===== config.mk =====
export PLATFORM = sky130hd
export DESIGN_NAME = cache_control_flat
export DESIGN_NICKNAME = d
export VERILOG_FILES = /design/src/rtl/cache_control_if.sv /design/src/rtl/cache_control.sv /design/src/flat_wrapper.sv
export SDC_FILE = /design/constraint.sdc
export NUM_CORES = 1
export LEC_CHECK = 0
export BUFFER_PORTS_ARGS = -buffer_cell sky130_fd_sc_hd__buf_2
export CELL_PAD_IN_SITES_DETAIL_PLACEMENT = 0
export CELL_PAD_IN_SITES_GLOBAL_PLACEMENT = 1
export CORE_MARGIN = 4
export CORE_UTILIZATION = 30
export DETAILED_ROUTE_END_ITERATION = 16
export PLACE_DENSITY_LB_ADDON = 0.1
export SYNTH_ARGS = -nofsm -noshare
export SYNTH_HDL_FRONTEND = slang
export SYNTH_SLANG_ARGS = --single-unit

===== constraint.sdc =====
create_clock -name clk -period 2.55 [get_ports clk]
set_clock_uncertainty 0.15 [all_clocks]
set_input_delay 0.255 -clock clk [delete_from_list [all_inputs] [get_ports clk]]
set_output_delay 0.255 -clock clk [all_outputs]
set_load 0.01 [all_outputs]

===== src/rtl/cache_control_if.sv =====
// CPU request, storage-array and physical-memory signals of the direct-mapped cache controller.
// The controller uses the slave view; the CPU/array/memory side uses the master view.
interface cache_control_if #(
   parameter int s_offset = 5,
   parameter int s_index  = 3,
   parameter int s_tag    = 24
);
   logic               mem_read;
   logic               mem_write;
   logic [31:0]        mem_address;
   logic               mem_resp;
   logic [s_tag-1:0]   tag_out;
   logic               valid_out;
   logic               dirty_out;
   logic [s_index-1:0] array_index;
   logic               tag_load;
   logic               valid_load;
   logic               dirty_load;
   logic               data_load;
   logic               valid_in;
   logic               dirty_in;
   logic [s_tag-1:0]   tag_in;
   logic               data_sel;
   logic               pmem_read;
   logic               pmem_write;
   logic [31:0]        pmem_address;
   logic               pmem_resp;

   modport slave (
      input  mem_read, mem_write, mem_address, tag_out, valid_out, dirty_out, pmem_resp,
      output mem_resp, array_index, tag_load, valid_load, dirty_load, data_load,
             valid_in, dirty_in, tag_in, data_sel, pmem_read, pmem_write, pmem_address
   );

   modport master (
      output mem_read, mem_write, mem_address, tag_out, valid_out, dirty_out, pmem_resp,
      input  mem_resp, array_index, tag_load, valid_load, dirty_load, data_load,
             valid_in, dirty_in, tag_in, data_sel, pmem_read, pmem_write, pmem_address
   );
endinterface


===== src/rtl/cache_control.sv =====
// Direct-mapped write-back cache controller: tag compare, dirty-line writeback and line fill,
// driving the metadata/data array controls and the physical-memory port.
module cache_control #(
   parameter int s_offset = 5,
   parameter int s_index  = 3,
   parameter int s_tag    = 24
) (
   input  logic           clk,
   input  logic           rst_n,
   cache_control_if.slave bus
);

   typedef enum logic [1:0] {IDLE, COMPARE, WRITEBACK, FILL} state_t;

   state_t             state, state_next;
   logic [s_tag-1:0]   tag_q;
   logic [s_index-1:0] idx_q;
   logic               write_q;

   logic [s_tag-1:0]   cpu_tag;
   logic [s_index-1:0] cpu_idx;
   logic               cpu_req;
   logic               hit;
   logic               addr_unused;

   assign cpu_tag     = bus.mem_address[31 -: s_tag];
   assign cpu_idx     = bus.mem_address[s_offset +: s_index];
   assign cpu_req     = bus.mem_read | bus.mem_write;
   assign hit         = bus.valid_out && (bus.tag_out == tag_q);
   assign addr_unused = &{1'b0, bus.mem_address[s_offset-1:0]};

   always_ff @(posedge clk or negedge rst_n) begin
      if (!rst_n) begin
         state   <= IDLE;
         tag_q   <= '0;
         idx_q   <= '0;
         write_q <= 1'b0;
      end else begin
         state <= state_next;
         // Request is captured once; CPU-side changes are ignored until mem_resp.
         if (state == IDLE && cpu_req) begin
            tag_q   <= cpu_tag;
            idx_q   <= cpu_idx;
            write_q <= bus.mem_write;
         end
      end
   end

   always_comb begin
      state_next       = state;
      bus.mem_resp     = 1'b0;
      bus.array_index  = idx_q;
      bus.tag_load     = 1'b0;
      bus.valid_load   = 1'b0;
      bus.dirty_load   = 1'b0;
      bus.data_load    = 1'b0;
      bus.valid_in     = 1'b0;
      bus.dirty_in     = 1'b0;
      bus.tag_in       = '0;
      bus.data_sel     = 1'b0;
      bus.pmem_read    = 1'b0;
      bus.pmem_write   = 1'b0;
      bus.pmem_address = '0;

      case (state)
         IDLE: begin
            // The index follows the CPU so the arrays are already addressed when COMPARE starts.
            bus.array_index = rst_n ? cpu_idx : '0;
            if (cpu_req) state_next = COMPARE;
         end
         COMPARE: begin
            if (hit) begin
               bus.mem_resp = 1'b1;
               if (write_q) begin
                  bus.data_load  = 1'b1;
                  bus.dirty_load = 1'b1;
                  bus.dirty_in   = 1'b1;
               end
               state_next = IDLE;
            end else if (bus.valid_out && bus.dirty_out) begin
               state_next = WRITEBACK;
            end else begin
               state_next = FILL;
            end
         end
         WRITEBACK: begin
            bus.pmem_write   = 1'b1;
            bus.pmem_address = {bus.tag_out, idx_q, {s_offset{1'b0}}};
            if (bus.pmem_resp) begin
               bus.dirty_load = 1'b1;
               state_next     = FILL;
            end
         end
         FILL: begin
            bus.pmem_read    = 1'b1;
            bus.pmem_address = {tag_q, idx_q, {s_offset{1'b0}}};
            if (bus.pmem_resp) begin
               bus.data_load  = 1'b1;
               bus.data_sel   = 1'b1;
               bus.tag_load   = 1'b1;
               bus.tag_in     = tag_q;
               bus.valid_load = 1'b1;
               bus.valid_in   = 1'b1;
               bus.dirty_load = 1'b1;
               state_next     = COMPARE;
            end
         end
         default: state_next = IDLE;
      endcase
   end

endmodule


===== src/flat_wrapper.sv =====
// flat-port wrapper written by rule: the top's interface ports become plain ports
module cache_control_flat 
#(
   parameter int s_offset = 5,
   parameter int s_index  = 3,
   parameter int s_tag    = 24
)
  (clk, rst_n, bus_mem_read, bus_mem_write, bus_mem_address, bus_tag_out, bus_valid_out, bus_dirty_out, bus_pmem_resp, bus_mem_resp, bus_array_index, bus_tag_load, bus_valid_load, bus_dirty_load, bus_data_load, bus_valid_in, bus_dirty_in, bus_tag_in, bus_data_sel, bus_pmem_read, bus_pmem_write, bus_pmem_address);
  cache_control_if #(.s_offset(s_offset), .s_index(s_index), .s_tag(s_tag)) bus_i ();
  input  logic clk;
  input  logic rst_n;
  input wire logic [$bits(bus_i.mem_read)-1:0] bus_mem_read;
  input wire logic [$bits(bus_i.mem_write)-1:0] bus_mem_write;
  input wire logic [$bits(bus_i.mem_address)-1:0] bus_mem_address;
  input wire logic [$bits(bus_i.tag_out)-1:0] bus_tag_out;
  input wire logic [$bits(bus_i.valid_out)-1:0] bus_valid_out;
  input wire logic [$bits(bus_i.dirty_out)-1:0] bus_dirty_out;
  input wire logic [$bits(bus_i.pmem_resp)-1:0] bus_pmem_resp;
  output wire logic [$bits(bus_i.mem_resp)-1:0] bus_mem_resp;
  output wire logic [$bits(bus_i.array_index)-1:0] bus_array_index;
  output wire logic [$bits(bus_i.tag_load)-1:0] bus_tag_load;
  output wire logic [$bits(bus_i.valid_load)-1:0] bus_valid_load;
  output wire logic [$bits(bus_i.dirty_load)-1:0] bus_dirty_load;
  output wire logic [$bits(bus_i.data_load)-1:0] bus_data_load;
  output wire logic [$bits(bus_i.valid_in)-1:0] bus_valid_in;
  output wire logic [$bits(bus_i.dirty_in)-1:0] bus_dirty_in;
  output wire logic [$bits(bus_i.tag_in)-1:0] bus_tag_in;
  output wire logic [$bits(bus_i.data_sel)-1:0] bus_data_sel;
  output wire logic [$bits(bus_i.pmem_read)-1:0] bus_pmem_read;
  output wire logic [$bits(bus_i.pmem_write)-1:0] bus_pmem_write;
  output wire logic [$bits(bus_i.pmem_address)-1:0] bus_pmem_address;
  assign bus_i.mem_read = bus_mem_read;
  assign bus_i.mem_write = bus_mem_write;
  assign bus_i.mem_address = bus_mem_address;
  assign bus_i.tag_out = bus_tag_out;
  assign bus_i.valid_out = bus_valid_out;
  assign bus_i.dirty_out = bus_dirty_out;
  assign bus_i.pmem_resp = bus_pmem_resp;
  assign bus_mem_resp = bus_i.mem_resp;
  assign bus_array_index = bus_i.array_index;
  assign bus_tag_load = bus_i.tag_load;
  assign bus_valid_load = bus_i.valid_load;
  assign bus_dirty_load = bus_i.dirty_load;
  assign bus_data_load = bus_i.data_load;
  assign bus_valid_in = bus_i.valid_in;
  assign bus_dirty_in = bus_i.dirty_in;
  assign bus_tag_in = bus_i.tag_in;
  assign bus_data_sel = bus_i.data_sel;
  assign bus_pmem_read = bus_i.pmem_read;
  assign bus_pmem_write = bus_i.pmem_write;
  assign bus_pmem_address = bus_i.pmem_address;
  cache_control #(.s_offset(s_offset), .s_index(s_index), .s_tag(s_tag)) u_core (.clk(clk), .rst_n(rst_n), .bus(bus_i));
endmodule

==> metrics.md, run 1 <==
| Metric | Value |
|---|---|
| CTS Buffer Depth | 2 |
| Clk sinks | 30 |
| Die ar. | 8195 um2 |
| Syn Inst Count | 204 |
| # IOs | 132 |
| Clock Latency Late Sink | 0.28 ns |
| Drt drc | 0 |
| Commonest non-fill, non-tap cell in the layout | buf_2 |
| Outcome | complete, but fails checks |
| R2R cell count | 7 |
| Fin crit period | 2.630 ns |
| Post-route ant nets | 0 |
| Vias in the first global route | 2057 |
| Final Cycle Share | 103.1% |
| Most frequent cells in the layout | buf_2, dfrtp_1, mux2_2 |
| Hold WC Path Type | input port to flip-flop |
| Layout cell share with drive strength beyond 1 | 54.03% |
| Met3 usage | 4.250% |
| GR peak layer | met2 |
| Critical path required time | 2.14 ns |
| Multi-input gate area | 1205 um2 |
| Post-Synthesis Mean Instance Area | 10.02 um2 |
| Final worst slack | -0.07966 ns |
| CTS clk-pin slew, worst paths | 0.06 ns |
| IO Port Bufs | 121 |
| Tot GR Track Use | 15.97% |
| Drt initial violations | 47 |
| Final Hold Fails | 0 |
| M2 GR Usage | 28.23% |
| Vias | 1956 |
| WL final | 6.477 mm |
| Worst setup EP type | output pin |
| Largest net degree at the start of global routing | 52 |
| Rows | 29 |
| Share of the synthesized area in the top cell type | 36.74% |
| Routing usage on met1 | 18.73% |
| DR pass1 iterations | 4 |
| Synth area leader | dfrtp_1 |
| Synthesized area | 2043 um2 |
| Vias per Instance | 4.748 |
| Detailed placement HPWL | 4.902 mm |
| Total power draw | 3254 uW |
| Number of synthesized register bits | 30 |
| DR WL/cell | 15.72 um |
| Fin cells | 412 |
| Worst EP arrival | 2.22 ns |
| Setup violators final | 4 |
| RSZ-0062 raised after global routing | true |
| Die Y | 90.53 um |
| Power Density | 1111 nW/um2 |
| TritonCTS clock tree | built |
| Yosys warns | 0 |
| Slew Viols, Final | 0 |
| Chip Width | 90.53 um |
| CTS H-Tree Depth | 2 |
| Final core occ | 45.10% |
| Antenna violations before repair | 0 |
| Cell Count Post-Placement | 393 |
| Max IR drop VDD | 410.7 uV |
| Seq/Total Area, Yosys | 36.74% |
| Hold depth | 2 |
| ANT cells | 0 |
| Post-synth cell types | 27 |
| Synth-to-Final Area Change | 43.36% |
| Lkg Pwr | 0.001641 uW |
| GP Congestion | 0.7018 |
| Global-route wire length before repair | 10.49 mm |
| Maxcap violations | 0 |
| FF+latch area | 750.7 um2 |
| Nets | 401 |
| Core Area | 6495 um2 |
| CTS Root Cell | clkbuf_8 |
| Hold slack | 0.05122 ns |
| Num CTS Buffers | 5 |
| Crit Path Class | flip-flop to output pin |
| Aggregate global routing overflow | 0 |
| Synth area leaders | dfrtp_1, mux2_2, a22o_1 |
| Critical Path Source Type | flip-flop |
| Achievable Freq | 380.3 MHz |
| Fill count | 683 |
| Max FO, Critical Path | 3 |
| Starting density of the core | 31.46% |
| Failing checks | setup timing |
==> flip-flops by register name (all words and copies together) (netlist names) <==
register and count:
u_core.idx_q 3, u_core.write_q 1, u_core.state 2, u_core.tag_q 24
==> kinds of logic after synthesis <==
family                   after synthesis  synth area share (%)
flip-flops                            30                 36.74
multiplexers                          29                 15.92
AO/OA/AOI/OAI                         33                 12.68
AND/OR/NAND/NOR                       56                 15.31
buffers and inverters                 27                 6.430
XOR/XNOR                              24                 10.29
adder cells (fa/ha/maj)                4                 2.450
other                                  1                0.1835
==> synthesized netlist by cell type, drive strengths merged <==
cell	instances
ha	4
clkbuf	11
xor2	8
nand2b	2
nand4	3
a21oi	2
nand3	6
nor3	1
mux2i	1
a22o	24
and2	2
nor2	6
xnor2	16
conb	1
dfrtp	30
mux2	28
buf	10
and3	24
nor4	2
or4	2
nand2	8
o21ai	7
inv	6
==> power breakdown <==
group	internal (uW)	switching (uW)	total, uW
clock	217	178	396
sequential	725	219	944
combinational	997	917	1910
total	1940	1310	3250
==> through the flow <==
step / worst slack (ns) / area [um2] / setup TNS, ns
6_report: -0.07966 / 2929 / -0.1111
3_3_place_gp: 0.02437 / 2728 / 0
4_1_cts: -0.1127 / 2885 / -0.2305
2_1_floorplan: 0.2533 / 2058 / 0
3_5_place_dp: 0.006668 / 2728 / 0
5_1_grt: -0.1555 / 2929 / -0.4814
==> routing by layer <==
| metal | vias to the layer above | part of all wire [%] |
|---|---|---|
| met4 | 0 | 1.2 |
| met1 | 909 | 43 |
| met3 | 8 | 6.5 |
| met2 | 64 | 49 |
| li1 | 975 | - |
| met5 | - | 0 |
==> cell type report <==
type	instances	share of cell area, %
Multi-Input combinational cell	151	41.14
Timing Repair Buffer	140	26.06
Sequential cell	30	25.63
Tap cell	77	3.289
Clock buffer	7	2.947
Inverter	6	0.7689
Clock inverter	1	0.1709
==> worst max-delay path, stage by stage (launching register included) <==
cell and delay (ns):
dfrtp_1 0.39, xnor2_1 0.18, nand4_1 0.13, or4_4 0.54, or4_4 0.45, a21oi_2 0.12, buf_2 0.14
==> what timing repair did <==
| item | 4_1_cts | 5_1_grt |
|---|---|---|
| buffers inserted | 6 | 4 |
| pin swaps | 6 | 5 |
| hold endpoints to repair | 17 | 0 |
| setup endpoints to repair | 4 | 4 |
| resized for setup | 2 | 2 |
| hold buffers | 1 | 0 |
==> final timing paths <==
kind | slack [ns] | start | to
setup / recovery | -0.08 | u_core.tag_q[4] | bus_dirty_load
hold / removal | 0.05 | bus_mem_address[22] | u_core.tag_q[14]
setup reg to reg | 0.47 | u_core.state[0] | u_core.state[1]
hold reg to reg | 0.34 | u_core.write_q | u_core.write_q
max in group asynchronous | 1.38 | rst_n | u_core.tag_q[15]
min in group asynchronous | 0.31 | rst_n | u_core.tag_q[7]
Power figures use the tool's default switching activity.
==> inputs of run 2 (changes only) <==
--- a/config.mk
+++ b/config.mk
@@ -5,11 +5,13 @@
 export SDC_FILE = /design/constraint.sdc
 export NUM_CORES = 1
 export LEC_CHECK = 0
+export ABC_AREA = 1
 export BUFFER_PORTS_ARGS = -buffer_cell sky130_fd_sc_hd__buf_2
 export CELL_PAD_IN_SITES_DETAIL_PLACEMENT = 0
 export CELL_PAD_IN_SITES_GLOBAL_PLACEMENT = 1
 export CORE_MARGIN = 4
-export CORE_UTILIZATION = 30
+export CORE_UTILIZATION = 29
+export CTS_BUF_LIST = sky130_fd_sc_hd__clkbuf_16
 export DETAILED_ROUTE_END_ITERATION = 16
 export PLACE_DENSITY_LB_ADDON = 0.1
 export SYNTH_ARGS = -nofsm -noshare
==> run 2 against run 1 <==
- the flow now finishes without violations
- setup slack gained 0.40 ns
- critical path depth grew 2
- power grew 4.4%
- sequential share of layout area shrank 2.4 points
- die area grew 20%
- non-clock buffer count shrank 12
- combinational power grew 4%
- maximum frequency grew 18%
- clock power grew 37%
- cell area grew 10%
- critical endpoint unchanged
- largest power group unchanged
==> metrics.md, run 2 <==
| Metric | Value |
|---|---|
| Outcome | finished clean |
| Gate power share | 58.6% |
| Async S/R FF share, synth | 100.0% |
| ANT cells | 0 |
| Worst setup path endpoint | bus_dirty_load |
| Starting density of the core | 29.57% |
| Most frequent cell after synthesis | nand2_1 |
| Drt drc | 0 |
| Power Density | 1052 nW/um2 |
| Maxcap violations | 0 |
| CTS H-Tree Depth | 2 |
| Final Cycle Share | 87.50% |
| Drt initial violations | 57 |
| Postcts setup bufs | 0 |
| Final Hold Fails | 0 |
| Yosys warns | 0 |
| GR peak layer | met2 |
| Top Registers | u_core.tag_q: 24 flops, u_core.idx_q: 3 flops, u_core.state: 2 flops |
| Commonest non-fill, non-tap cell in the layout | buf_2 |
| Num CTS Buffers | 5 |
| M2 GR Usage | 28.46% |
| Achievable Freq | 448.2 MHz |
| CTS clk-pin slew, worst paths | 0.05 ns |
| Die Y | 99.30 um |
| Most frequent cells in the layout | buf_2, nand2_1, inv_1 |
| Critical Path Source Type | flip-flop |
| Post-Synthesis Mean Instance Area | 6.246 um2 |
| Vias | 2778 |
| Largest net degree at the start of global routing | 35 |
| Aggregate global routing overflow | 0 |
| Reg2Reg Setup Slack | 0.59 ns |
| Critical R2R Capture | u_core.tag_q[15] |
| Number of synthesized register bits | 30 |
| Max FO, Critical Path | 3 |
| DR pass1 iterations | 4 |
| Final core occ | 39.52% |
| Antenna violations before repair | 0 |
| Crit Path Class | flip-flop to output pin |
| TritonCTS clock tree | built |
| Hold WC Path Type | input port to flip-flop |
| Synth area leader | dfrtp_1 |
| Hold depth | 3 |
| Share of the synthesized area in the top cell type | 31.06% |
| Worst r2r src | u_core.state[0] |
| Post-synth cell types | 26 |
| DR WL/cell | 13.58 um |
| Hold slack | 0.03380 ns |
| Lkg Pwr | 0.001895 uW |
| Ys flop type | dfrtp_1 |
| Nets | 570 |
| CTS Buffer Depth | 2 |
| Vias per Instance | 4.569 |
| Layout cell share with drive strength beyond 1 | 33.00% |
| Tot GR Track Use | 16.88% |
| R2R cell count | 7 |
| Synth-to-Final Area Change | 33.64% |
| GP Congestion | 0.8055 |
| Biggest register | u_core.tag_q |
| Setup violators final | 0 |
| Setup TNS | 0 ns |
| Sw frac | 47.59% |
| WL final | 8.254 mm |
| Synth cell count leaders | nand2_1, inv_1, dfrtp_1, nor2_1 |
| Slew Viols, Final | 0 |
| Seq/Total Area, Yosys | 31.06% |
| Synthesized area | 2417 um2 |
| # IOs | 132 |
| Worst EP arrival | 1.83 ns |
| Fin crit period | 2.231 ns |
| Clk pwr share | 16.0% |
| Syn Inst Count | 387 |
| Max FFs per register | 24 |
| Post-route ant nets | 0 |
| Vias in the first global route | 2747 |
| Psw | 1617 uW |
| Routing usage on met1 | 22.11% |
| Met3 usage | 4.558% |
| Core Area | 8175 um2 |
| Worst Setup SP | u_core.tag_q[18] |
| Clock Latency Late Sink | 0.27 ns |
| Total power draw | 3397 uW |
| Seq pwr share | 25.4% |
| Clk sinks | 30 |
| RSZ-0062 raised after global routing | false |
| Max IR drop VDD | 439.6 uV |
| Global-route wire length before repair | 13.37 mm |
| Post-Place Cell Area | 3088 um2 |
| Worst setup EP type | output pin |
| Rows | 33 |
| Fill count | 937 |
| Detailed placement HPWL | 6.471 mm |
| Critical path required time | 2.14 ns |
| Synth area leaders | dfrtp_1, nand2_1, inv_1 |
| Die ar. | 9860 um2 |
| IO Port Bufs | 121 |
| Post-synth EDFFs | 0 |
| CTS Root Cell | clkbuf_16 |
| Chip Width | 99.30 um |
| Internal power | 1780 uW |
| Final instance area | 3231 um2 |
[run 2: power by group through the flow]
stage          clock network (uW)  logic, uW  registers [uW]
2_1_floorplan                   0       1400             843
3_3_place_gp                    0       2010             862
3_5_place_dp                    0       2020             867
4_1_cts                       563       2020             862
5_1_grt                       581       2260             891
6_report                      542       1990             864
[run 2: cell type report]
class	count	area, um2	area share [%]
multi-input combinational	266	1272	39.39
timing repair buffer	128	673.1	20.84
tap	105	131.4	4.067
inverter	72	270.3	8.366
clock inverter	2	7.507	0.2324
clock buffer	5	125.1	3.873
sequential	30	750.7	23.24
[run 2: worst max-delay path: stages (launching register included)]
cell and delay, ns:
dfrtp_1 0.39, xnor2_1 0.34, nand2_1 0.10, nor2_1 0.11
nand2_1 0.07, nor2_1 0.09, nand4_1 0.15, a21oi_1 0.17
buf_2 0.15
[run 2: per-layer routing]
layer,part of all wire [%],routed length (um)
met3,5.7,472
met4,0.46,38
met2,48,3943
met5,0,0
met1,46,3800
[run 2: worst min path at each step]
stage,from,endpoint
6_report,bus_mem_address[20],u_core.tag_q[12]
3_3_place_gp,rst_n,u_core.idx_q[1]
3_5_place_dp,rst_n,u_core.idx_q[1]
4_1_cts,bus_mem_address[20],u_core.tag_q[12]
5_1_grt,bus_mem_address[16],u_core.tag_q[8]
2_1_floorplan,rst_n,u_core.idx_q[0]
[run 2: cells by family (layout without fill, tap and decap cells)]
kind of cell	after synthesis	after routing	share of synthesized area (%)
xor+xnor	3	3	1.087
compound gates	62	62	15.22
flops	30	30	31.06
fa+ha+maj	4	4	2.070
other cells	1	5	0.1551
simple gates	192	192	33.49
buf+inv	95	207	16.93
[run 2: through the flow]
step	worst slack (ns)	instances
2_1_floorplan	0.8018	391
3_3_place_gp	0.6111	600
3_5_place_dp	0.5914	600
4_1_cts	0.2806	608
5_1_grt	0.05190	608
6_report	0.3186	608
[run 2: repair_timing]
action / 4_1_cts / 5_1_grt
hold buffers: 1 / 0
endpoints found under the hold margin: 30 / 0
resized for setup: 0 / 0
==> inputs of run 3 (changes only) <==
--- a/config.mk
+++ b/config.mk
@@ -9,11 +9,13 @@
 export BUFFER_PORTS_ARGS = -buffer_cell sky130_fd_sc_hd__buf_2
 export CELL_PAD_IN_SITES_DETAIL_PLACEMENT = 0
 export CELL_PAD_IN_SITES_GLOBAL_PLACEMENT = 1
+export CORE_ASPECT_RATIO = 2
 export CORE_MARGIN = 4
 export CORE_UTILIZATION = 29
 export CTS_BUF_LIST = sky130_fd_sc_hd__clkbuf_16
 export DETAILED_ROUTE_END_ITERATION = 16
 export PLACE_DENSITY_LB_ADDON = 0.1
+export SKIP_LAST_GASP = 1
 export SYNTH_ARGS = -nofsm -noshare
 export SYNTH_HDL_FRONTEND = slang
 export SYNTH_SLANG_ARGS = --single-unit
==> run 3 against run 2 <==
- register-to-register slack got worse by 0.02 ns
- routed wire length increased by 7.1%
- maximum frequency is essentially flat
- largest cell class unchanged
- highest routed layer unchanged
==> metrics.md, run 3 (same netlist as run 2, synthesis figures left out) <==
| Metric | Value |
|---|---|
| Synth-to-Final Area Change | 33.70% |
| GP Congestion | 0.8368 |
| Clock Latency Late Sink | 0.28 ns |
| Worst setup EP type | output pin |
| Die ar. | 9949 um2 |
| Num CTS Buffers | 5 |
| CTS Buffer Depth | 2 |
| Vias | 2781 |
| Max IR drop VDD | 516.1 uV |
| Power Density | 1059 nW/um2 |
| DR pass1 iterations | 4 |
| Core Area | 8058 um2 |
| Biggest register | u_core.tag_q |
| Setup violators final | 0 |
| Largest net degree at the start of global routing | 49 |
| Final Cycle Share | 87.44% |
| Layout cell share with drive strength beyond 1 | 33.00% |
| Nets | 570 |
| WL final | 8.840 mm |
| Most frequent cells in the layout | buf_2, nand2_1, inv_1 |
| Hold depth | 3 |
| Drt drc | 0 |
| DR WL/cell | 14.76 um |
| Drt initial violations | 92 |
| Outcome | finished clean |
| Aggregate global routing overflow | 0 |
| Starting density of the core | 30.00% |
| Post-CTS sizing | 0 |
| Critical Path Source Type | flip-flop |
| Vias in the first global route | 2880 |
| Tot GR Track Use | 18.49% |
| Fin crit period | 2.230 ns |
| Vias per Instance | 4.643 |
| Hold WC Path Type | input port to flip-flop |
| Worst EP arrival | 1.82 ns |
| Commonest non-fill, non-tap cell in the layout | buf_2 |
| ANT cells | 0 |
| Setup TNS | 0 ns |
| Die Y | 137.1 um |
| Antenna violations before repair | 0 |
| CTS clk-pin slew, worst paths | 0.05 ns |
| Postcts setup bufs | 0 |
| RSZ-0062 raised after global routing | false |
| Max FO, Critical Path | 23 |
| Chip Width | 72.56 um |
| Slew Viols, Final | 0 |
| CTS H-Tree Depth | 2 |
| Detailed placement HPWL | 7.103 mm |
| Global-route wire length before repair | 13.99 mm |
| Maxcap violations | 0 |
| Max FFs per register | 24 |
| IO Port Bufs | 121 |
| Post-route ant nets | 0 |
| TritonCTS clock tree | built |
| Critical path required time | 2.14 ns |
| Crit Path Class | flip-flop to output pin |
| Total power draw | 3424 uW |
| Achievable Freq | 448.5 MHz |
| Clk sinks | 30 |
| CTS Root Cell | clkbuf_16 |
| Rows | 46 |
| Hold buffers post-CTS | 1 |
| Final Hold Fails | 0 |
| # IOs | 132 |
| Lkg Pwr | 0.001902 uW |
| R2R cell count | 6 |
| Top Registers | u_core.tag_q: 24 flops, u_core.idx_q: 3 flops, u_core.state: 2 flops |
run 3: final timing paths:
kind | from | endpoint | slack [ns]
setup reg to reg | u_core.state[0] | u_core.tag_q[10] | 0.57
hold / removal | bus_mem_address[25] | u_core.tag_q[17] | 0.03
min in group asynchronous | rst_n | u_core.tag_q[13] | 0.48
hold reg to reg | u_core.idx_q[0] | u_core.idx_q[0] | 0.34
setup / recovery | u_core.state[0] | bus_pmem_address[19] | 0.32
max in group asynchronous | rst_n | u_core.state[1] | 1.48
run 3: power by group:
part / switching (uW) / internal [uW] / total [uW]
sequential: 153 / 712 / 865
combinational: 1280 / 737 / 2010
clock: 199 / 348 / 546
run 3: metal layers:
| metal | part of all wire (%) | up-vias | wire [um] | global-route usage (%) |
|---|---|---|---|---|
| li1 | - | 1444 | - | - |
| met1 | 36 | 1238 | 3146 | 19.52 |
| met2 | 57 | 84 | 5012 | 35.51 |
| met3 | 4.8 | 15 | 423 | 2.574 |
| met4 | 2.9 | 0 | 258 | 7.084 |
| met5 | 0 | - | 0 | 0 |
run 3: cell type report:
cell class,count,area (um2)
fill,925,4826
multi-input combinational,266,1272
sequential,30,750.7
timing repair buffer,128,685.7
inverter,72,270.3
clock buffer,5,125.1
tap,96,120.1
clock inverter,2,7.507
run 3: worst max-delay path, stage by stage (launching register included):
cell,delay (ns)
dfrtp_1,0.41
inv_1,0.10
ha_1,0.31
inv_1,0.07
buf_4,0.23
o22ai_1,0.24
buf_2,0.17
run 3: per-stage QoR:
stage / utilization (%) / std cells / worst slack [ns] / instance area (um2) / hold slack, ns
after CTS: 40.11 / 599 / 0.2881 / 3232 / 0.02291
after global routing: 40.11 / 599 / 0.1729 / 3232 / 0.03179
after detailed placement: 38.34 / 591 / 0.5777 / 3089 / 0.2651
after global placement: 38.34 / 591 / 0.6002 / 3089 / 0.2786
after floorplan: - / 391 / 0.8018 / 2432 / -0.1906
final: 40.11 / 599 / 0.3203 / 3232 / 0.03056
